$ cat config.mk
export PLATFORM = sky130hd
export DESIGN_NAME = bist_tpg_flat
export DESIGN_NICKNAME = d
export VERILOG_FILES = /design/src/rtl/bist_tpg_if.sv /design/src/rtl/bist_tpg.sv /design/src/flat_wrapper.sv
export SDC_FILE = /design/constraint.sdc
export NUM_CORES = 1
export LEC_CHECK = 0
export ABC_AREA = 1
export CAP_MARGIN = 40
export CORE_MARGIN = 2
export CORE_UTILIZATION = 40
export DETAILED_ROUTE_END_ITERATION = 10
export HOLD_SLACK_MARGIN = 0.1
export PLACE_DENSITY = 0.68
export REMOVE_ABC_BUFFERS = 1
export SLEW_MARGIN = 20
export SYNTH_ARGS = -nofsm -noshare
export SYNTH_HDL_FRONTEND = slang
export SYNTH_SLANG_ARGS = --single-unit
$ cat constraint.sdc
create_clock -name clk -period 1.8 [get_ports clk]
set_clock_uncertainty 0.1 [all_clocks]
set_input_delay 0.36 -clock clk [delete_from_list [all_inputs] [get_ports clk]]
set_output_delay 0.36 -clock clk [all_outputs]
set_load 0.05 [all_outputs]
$ cat src/rtl/bist_tpg_if.sv
// Handshake and observation bundle between the BIST pattern generator and its user.
// The master side drives start and scan controls; the slave (bist_tpg) drives patterns and status.
interface bist_tpg_if #(
    parameter int NBIT = 6
);
    logic            start;
    logic            scan_en;
    logic            scan_in;
    logic            scan_out;
    logic [NBIT-1:0] pattern;
    logic [3:0]      req_o;
    logic            test_mode;
    logic            cut_rst;
    logic            misr_en;
    logic            done;
    logic [7:0]      pat_cnt;

    modport master (
        output start, scan_en, scan_in,
        input  scan_out, pattern, req_o, test_mode, cut_rst, misr_en, done, pat_cnt
    );

    modport slave (
        input  start, scan_en, scan_in,
        output scan_out, pattern, req_o, test_mode, cut_rst, misr_en, done, pat_cnt
    );
endinterface

$ cat src/rtl/bist_tpg.sv
// BIST test-pattern generator: a 6-bit LFSR (x^6+x^5+1) that can be seeded over a
// serial scan path, then stepped through NPAT patterns while driving the arbiter
// under test and the enable of its signature register.
module bist_tpg #(
    parameter int              NBIT = 6,
    parameter logic [NBIT-1:0] SEED = 6'b111111,
    parameter int              NPAT = 63
) (
    input  logic        clk,
    input  logic        rst,
    bist_tpg_if.slave   bus
);
    typedef enum logic [2:0] {
        IDLE = 3'd0,
        SCAN = 3'd1,
        ARM  = 3'd2,
        RUN  = 3'd3,
        DONE = 3'd4
    } state_t;

    // Count value seen on the final RUN cycle.
    localparam logic [7:0] LAST_CNT = 8'(NPAT - 1);

    state_t          state;
    state_t          state_nx;
    logic [NBIT-1:0] lfsr;
    logic [7:0]      cnt;

    // State register; reset wins over every other input.
    always_ff @(posedge clk) begin
        if (rst) state <= IDLE;
        else     state <= state_nx;
    end

    // Next-state decode; scan_en beats start in IDLE, and each is ignored outside the states that use it.
    always_comb begin
        state_nx = state;
        case (state)
            IDLE: begin
                if (bus.scan_en)    state_nx = SCAN;
                else if (bus.start) state_nx = ARM;
            end
            SCAN:    if (!bus.scan_en) state_nx = IDLE;
            ARM:     state_nx = RUN;
            RUN:     if (cnt == LAST_CNT) state_nx = DONE;
            DONE:    if (!bus.start) state_nx = IDLE;
            default: state_nx = IDLE;
        endcase
    end

    // LFSR and pattern counter: shift-in during SCAN, seed fix-up in ARM, advance during RUN.
    always_ff @(posedge clk) begin
        if (rst) begin
            lfsr <= SEED;
            cnt  <= 8'd0;
        end else begin
            case (state)
                SCAN: if (bus.scan_en) lfsr <= {lfsr[NBIT-2:0], bus.scan_in};
                ARM: begin
                    cnt <= 8'd0;
                    // An all-zero LFSR would lock up, so replace it with the seed.
                    if (lfsr == '0) lfsr <= SEED;
                end
                RUN: begin
                    lfsr <= {lfsr[NBIT-2:0], lfsr[NBIT-1] ^ lfsr[NBIT-2]};
                    cnt  <= cnt + 8'd1;
                end
                default: ;
            endcase
        end
    end

    // Output decode from registered state and LFSR only, so no input reaches an output combinationally.
    always_comb begin
        bus.pattern   = lfsr;
        bus.scan_out  = lfsr[NBIT-1];
        bus.pat_cnt   = cnt;
        bus.req_o     = 4'b0000;
        bus.test_mode = 1'b0;
        bus.cut_rst   = 1'b0;
        bus.misr_en   = 1'b0;
        bus.done      = 1'b0;
        case (state)
            ARM: begin
                bus.test_mode = 1'b1;
                bus.cut_rst   = 1'b1;
            end
            RUN: begin
                bus.test_mode = 1'b1;
                bus.misr_en   = 1'b1;
                bus.req_o     = lfsr[3:0];
            end
            DONE:    bus.done = 1'b1;
            default: ;
        endcase
    end
endmodule

$ cat src/flat_wrapper.sv
// flat-port wrapper written by rule: the top's interface ports become plain ports
module bist_tpg_flat 
#(
    parameter int              NBIT = 6,
    parameter logic [NBIT-1:0] SEED = 6'b111111,
    parameter int              NPAT = 63
)
  (clk, rst, bus_start, bus_scan_en, bus_scan_in, bus_scan_out, bus_pattern, bus_req_o, bus_test_mode, bus_cut_rst, bus_misr_en, bus_done, bus_pat_cnt);
  bist_tpg_if #(.NBIT(NBIT)) bus_i ();
  input  logic clk;
  input  logic rst;
  input wire logic [$bits(bus_i.start)-1:0] bus_start;
  input wire logic [$bits(bus_i.scan_en)-1:0] bus_scan_en;
  input wire logic [$bits(bus_i.scan_in)-1:0] bus_scan_in;
  output wire logic [$bits(bus_i.scan_out)-1:0] bus_scan_out;
  output wire logic [$bits(bus_i.pattern)-1:0] bus_pattern;
  output wire logic [$bits(bus_i.req_o)-1:0] bus_req_o;
  output wire logic [$bits(bus_i.test_mode)-1:0] bus_test_mode;
  output wire logic [$bits(bus_i.cut_rst)-1:0] bus_cut_rst;
  output wire logic [$bits(bus_i.misr_en)-1:0] bus_misr_en;
  output wire logic [$bits(bus_i.done)-1:0] bus_done;
  output wire logic [$bits(bus_i.pat_cnt)-1:0] bus_pat_cnt;
  assign bus_i.start = bus_start;
  assign bus_i.scan_en = bus_scan_en;
  assign bus_i.scan_in = bus_scan_in;
  assign bus_scan_out = bus_i.scan_out;
  assign bus_pattern = bus_i.pattern;
  assign bus_req_o = bus_i.req_o;
  assign bus_test_mode = bus_i.test_mode;
  assign bus_cut_rst = bus_i.cut_rst;
  assign bus_misr_en = bus_i.misr_en;
  assign bus_done = bus_i.done;
  assign bus_pat_cnt = bus_i.pat_cnt;
  bist_tpg #(.NBIT(NBIT), .SEED(SEED), .NPAT(NPAT)) u_core (.clk(clk), .rst(rst), .bus(bus_i));
endmodule
**Yosys cells after proc, flatten, opt, wreduce, memory -nomap -nowiden**

Cells that the tools add are included.

- Flip-flop bits (word level): 17
- Input bits: 5
- Output and inout bits: 23
- Logic and storage cells: 38

- $add $sub $neg: 1
- Equality and inequality tests: 11
- Mux-type cells: 15
- Bitwise logic cells: 1
- Reductions and logical operators: 7

Operator list:

| kind | number |
|---|---|
| one-hot mux 6 bit (3 select lines) | 1 |
| one-hot mux 8 bit (2 select lines) | 1 |
| 2-to-1 mux 3 bit | 5 |
| one-hot mux 3 bit (5 select lines) | 1 |
| 2-to-1 mux 6 bit | 2 |
| adder 8 x 1 -> 8 bit, second input constant | 1 |
| equality test 8 x 6 -> 1 bit, second input constant | 1 |
| equality test 3 x 2 -> 1 bit, second input constant | 2 |
| logical NOT 6 bit | 1 |
| inequality test 2 bit, second input constant | 3 |
| 2-to-1 mux 1 bit | 4 |
| 2-to-1 mux 4 bit | 1 |
| inequality test 2 x 1 -> 1 bit, second input constant | 2 |
| AND reduction 4 bit | 1 |
| equality test 3 x 1 -> 1 bit, second input constant | 1 |
| equality test 3 bit, second input constant | 1 |
| logical NOT 3 bit | 1 |
| inequality test 3 bit, second input constant | 1 |
| AND reduction 3 bit | 1 |
| nonzero test 3 bit | 1 |
| nonzero test 2 bit | 1 |
| OR reduction 2 bit | 1 |
| bitwise XOR 1 bit | 1 |

**Longest topological paths before layout**

- Word-level depth: 3
- Depth in mapped cells: 8
- Gate-level depth less buffers: 8

**Least setup slack after synthesis**

No wires, ideal clock.

- Kind: flip-flop to output port
- Start point: reg u_core.state[0]
- End point: out bus_done
- Data arrival time: 1.509 ns
- Data required time: 1.340 ns
- Setup slack: -0.169 ns
- Stages on the path, launching flop included: 3
- Buffers on the path: 1
- Cells stage by stage: dfxtp_1 > buf_6 > nor3_1

- Word-level cells in the longest chain between the ends: 2

RTL lines:

| what | line | text |
|---|---|---|
| start, declared | bist_tpg.sv:24 | `state_t state;` |
| start signal, assigned | bist_tpg.sv:32 | `else state <= state_nx;` |
| equality test 3 bit | bist_tpg.sv:83 | `case (state)` |
| 2-to-1 mux 1 bit | bist_tpg.sv:83 |  |
| end, declared | flat_wrapper.sv:21 | `output wire logic [$bits(bus_i.done)-1:0] bus_done;` |

Every way passes these cells.

**Worst setup path in the final report**

- Start point: reg u_core.state[2]
- End point: out bus_req_o[2]

- Word-level cells in the longest chain between the ends: 2

RTL lines:

| what | line | text |
|---|---|---|
| equality test 3 x 2 -> 1 bit | bist_tpg.sv:83 |  |
| 2-to-1 mux 4 bit | bist_tpg.sv:83 |  |
| end, declared | flat_wrapper.sv:17 | `output wire logic [$bits(bus_i.req_o)-1:0] bus_req_o;` |

Every way passes these cells.

==> out/results.ini <==
[run_status]
status=completed

[sta]
setup-violations-final=0
timing.slew.headroom_pct=77.7
whs_ns=0.391
finalSetupTns_ns=0
fin_ws_ns=0.0596
rsz0062_at_grt=true
max_freq_ghz=0.575
fin_crit_sh_pct=96.7
worst_slew_pin_slew_ns=0.331
final_max_slew_viol_count=0
hold_violations=0
min_period_ns=1.74

[cts]
clk_pin_slew_ns=0.10
htreeDepth=1
cts_tree=done
numCtsBuffers=3
cts_max_path_buffers=2
clock_latency_ns=0.28
postCtsHoldBufs=0
root_buffer=clkbuf_4
clock-sinks=17

[job]
cap_violations=0

[worst_setup_path]
critPathMaxStageDelay_ns=0.36
critPathKind=reg2out
crit_chain=inv_4 > nand3_4 > nor2_2 > buf_12
worstPathMaxFanout=10
path_buf_inv=2
required_ns=1.34
slowest_stage=dfxtp_1
cp_top_family=simple AND/OR/NAND/NOR gates
worstPathArrival_ns=1.28
endpoint_kind=output port
critPathLaunchType=register

[drt]
wl_per_cell_um=11.3
drt-total-wl_um=2420
viasPerCell=5.00
drc=0
vias=1074
drtPass1Iterations=4
postRouteAntennaNets=0
drtIter0Drc=22

[placed_design]
dpl.hpwl_um=1810
dp_slack_ns=0.136
io_buffers=27
gp_congestion=0.859

[global_routing]
grt_pass1_vias=912
grt_overflow=0
grt_use_total_pct=18.4
grt_pass1_wl_um=3850
grt_start_max_net_pins=12
antenna_found_initial=0

[logic_synthesis]
ys_seq_area_share_pct=34.8
yosysUniqueCellTypes=24
yosys.area.top_type=dfxtp_1
synth_area_um2=978
yosysTopAreaCellShare_pct=34.8
syn_inst=151
ys_top_cells_by_area=dfxtp_1 (35%), nand2_1 (15%), nand3_1 (11%)
synth_warnings=0
synth_area_per_cell_um2=6.48
ys_seq_elements=17

[floorplan]
fp.dieArea_um2=2860
die_h_um=53.5
ios=28
start_util_pct=43.4
dieWidth_um=53.5
rows=17
core_area_um2=2250

[power_and_ir_drop]
ir_drop_mv=0.892
power_uw=2450
powerDensity_nw_per_um2=1650
p_leak_uw=0.000708

[cells_and_area]
num_antenna_cells=0
utilization_pct=66.0
syn_to_final_growth_pct=52.2
drive_above_1_share_pct=27.3
final_nets=196

[hold_path]
hold_path_class=reg2reg

## cells in the mapped netlist (all sizes together)
cell,number
dfxtp,17
o21bai,1
nand4,4
buf,2
nor2,23
or2,3
a2bb2oi,1
clkbuf,1
ha,3
nand2,39
inv,19
o211ai,1
o21ai,6
nand3,23
a21oi,7
nor3,1
## layer usage
layer  share of wire (%)  global-route usage [%]
met5                   0                       0
met4                 1.2                    6.41
met3                 5.8                    2.82
met2                  48                    31.7
met1                  45                    22.9
## layout make-up
| class | instances | area (um2) |
|---|---|---|
| clock buffers | 3 | 22.5 |
| clock inverters | 1 | 5.00 |
| fillers | 229 | 766 |
| inverters | 19 | 78.8 |
| multi-input cells | 113 | 577 |
| flip-flops and latches | 17 | 343 |
| well taps | 28 | 35.0 |
| repair buffers | 34 | 428 |
## stage by stage
stage          instances  instance area (um2)
5_1_grt              215                 1490
3_5_place_dp         208                 1400
6_report             215                 1490
4_1_cts              212                 1430
3_3_place_gp         208                 1400
2_1_floorplan        148                  956
## cell usage in the layout, fill, tap and decap left out, drive strengths merged
cell	n
nand3	24
o211ai	1
clkbuf	3
or2	3
nor3	1
a21oi	7
o21bai	1
nand2	39
nor2	23
inv	19
dfxtp	17
o21ai	6
clkinv	1
clkdlybuf4s50	4
buf	30
a2bb2oi	1
nand4	4
ha	3
## registers in the layout, summed over array words and instances, names as in the netlist
name	cells
u_core.state	3
u_core.bus.pattern	6
u_core.bus.pat_cnt	8
## timing repair
action                                  4_1_cts  5_1_grt
setup buffers                                 0        2
pin swaps                                     0        1
gates cloned                                  0        1
endpoints found under the setup margin        5        7
gates resized for setup                       1       11
## final timing paths
kind	from	endpoint	slack, ns	cells past startpoint
worst max-delay path	u_core.state[2]$_SDFFE_PP0P_	bus_req_o[2]	0.06	4
worst min-delay path	u_core.bus.pattern[3]$_SDFFE_PP1P_	u_core.bus.pattern[3]$_SDFFE_PP1P_	0.39	2
worst max register to register	u_core.state[2]$_SDFFE_PP0P_	u_core.bus.pattern[0]$_SDFFE_PP1P_	0.37	6
worst min register to register	u_core.bus.pattern[3]$_SDFFE_PP1P_	u_core.bus.pattern[3]$_SDFFE_PP1P_	0.39	2
## report_power, final
part	switching, uW	internal, uW	leakage, uW
logic	1050	589	0.000551
registers	126	485	0.000139
clock network	114	82.3	0.0000177
total	1290	1160	0.000708
## worst min-delay path: cells and delay by family, from the launching register on
| family | cells | cell delay, ns |
|---|---|---|
| flip-flops | 1 | 0.34 |
| AND/OR/NAND/NOR | 2 | 0.11 |
## cell families after synthesis
group	after synthesis	share of synthesized area (%)
AO/OA/AOI/OAI	16	9.46
flip-flops	17	34.8
buffers and inverters	22	9.59
adder cells (fa/ha/maj)	3	3.84
AND/OR/NAND/NOR	93	42.3
No activity file was read; power rests on OpenSTA's default activity.
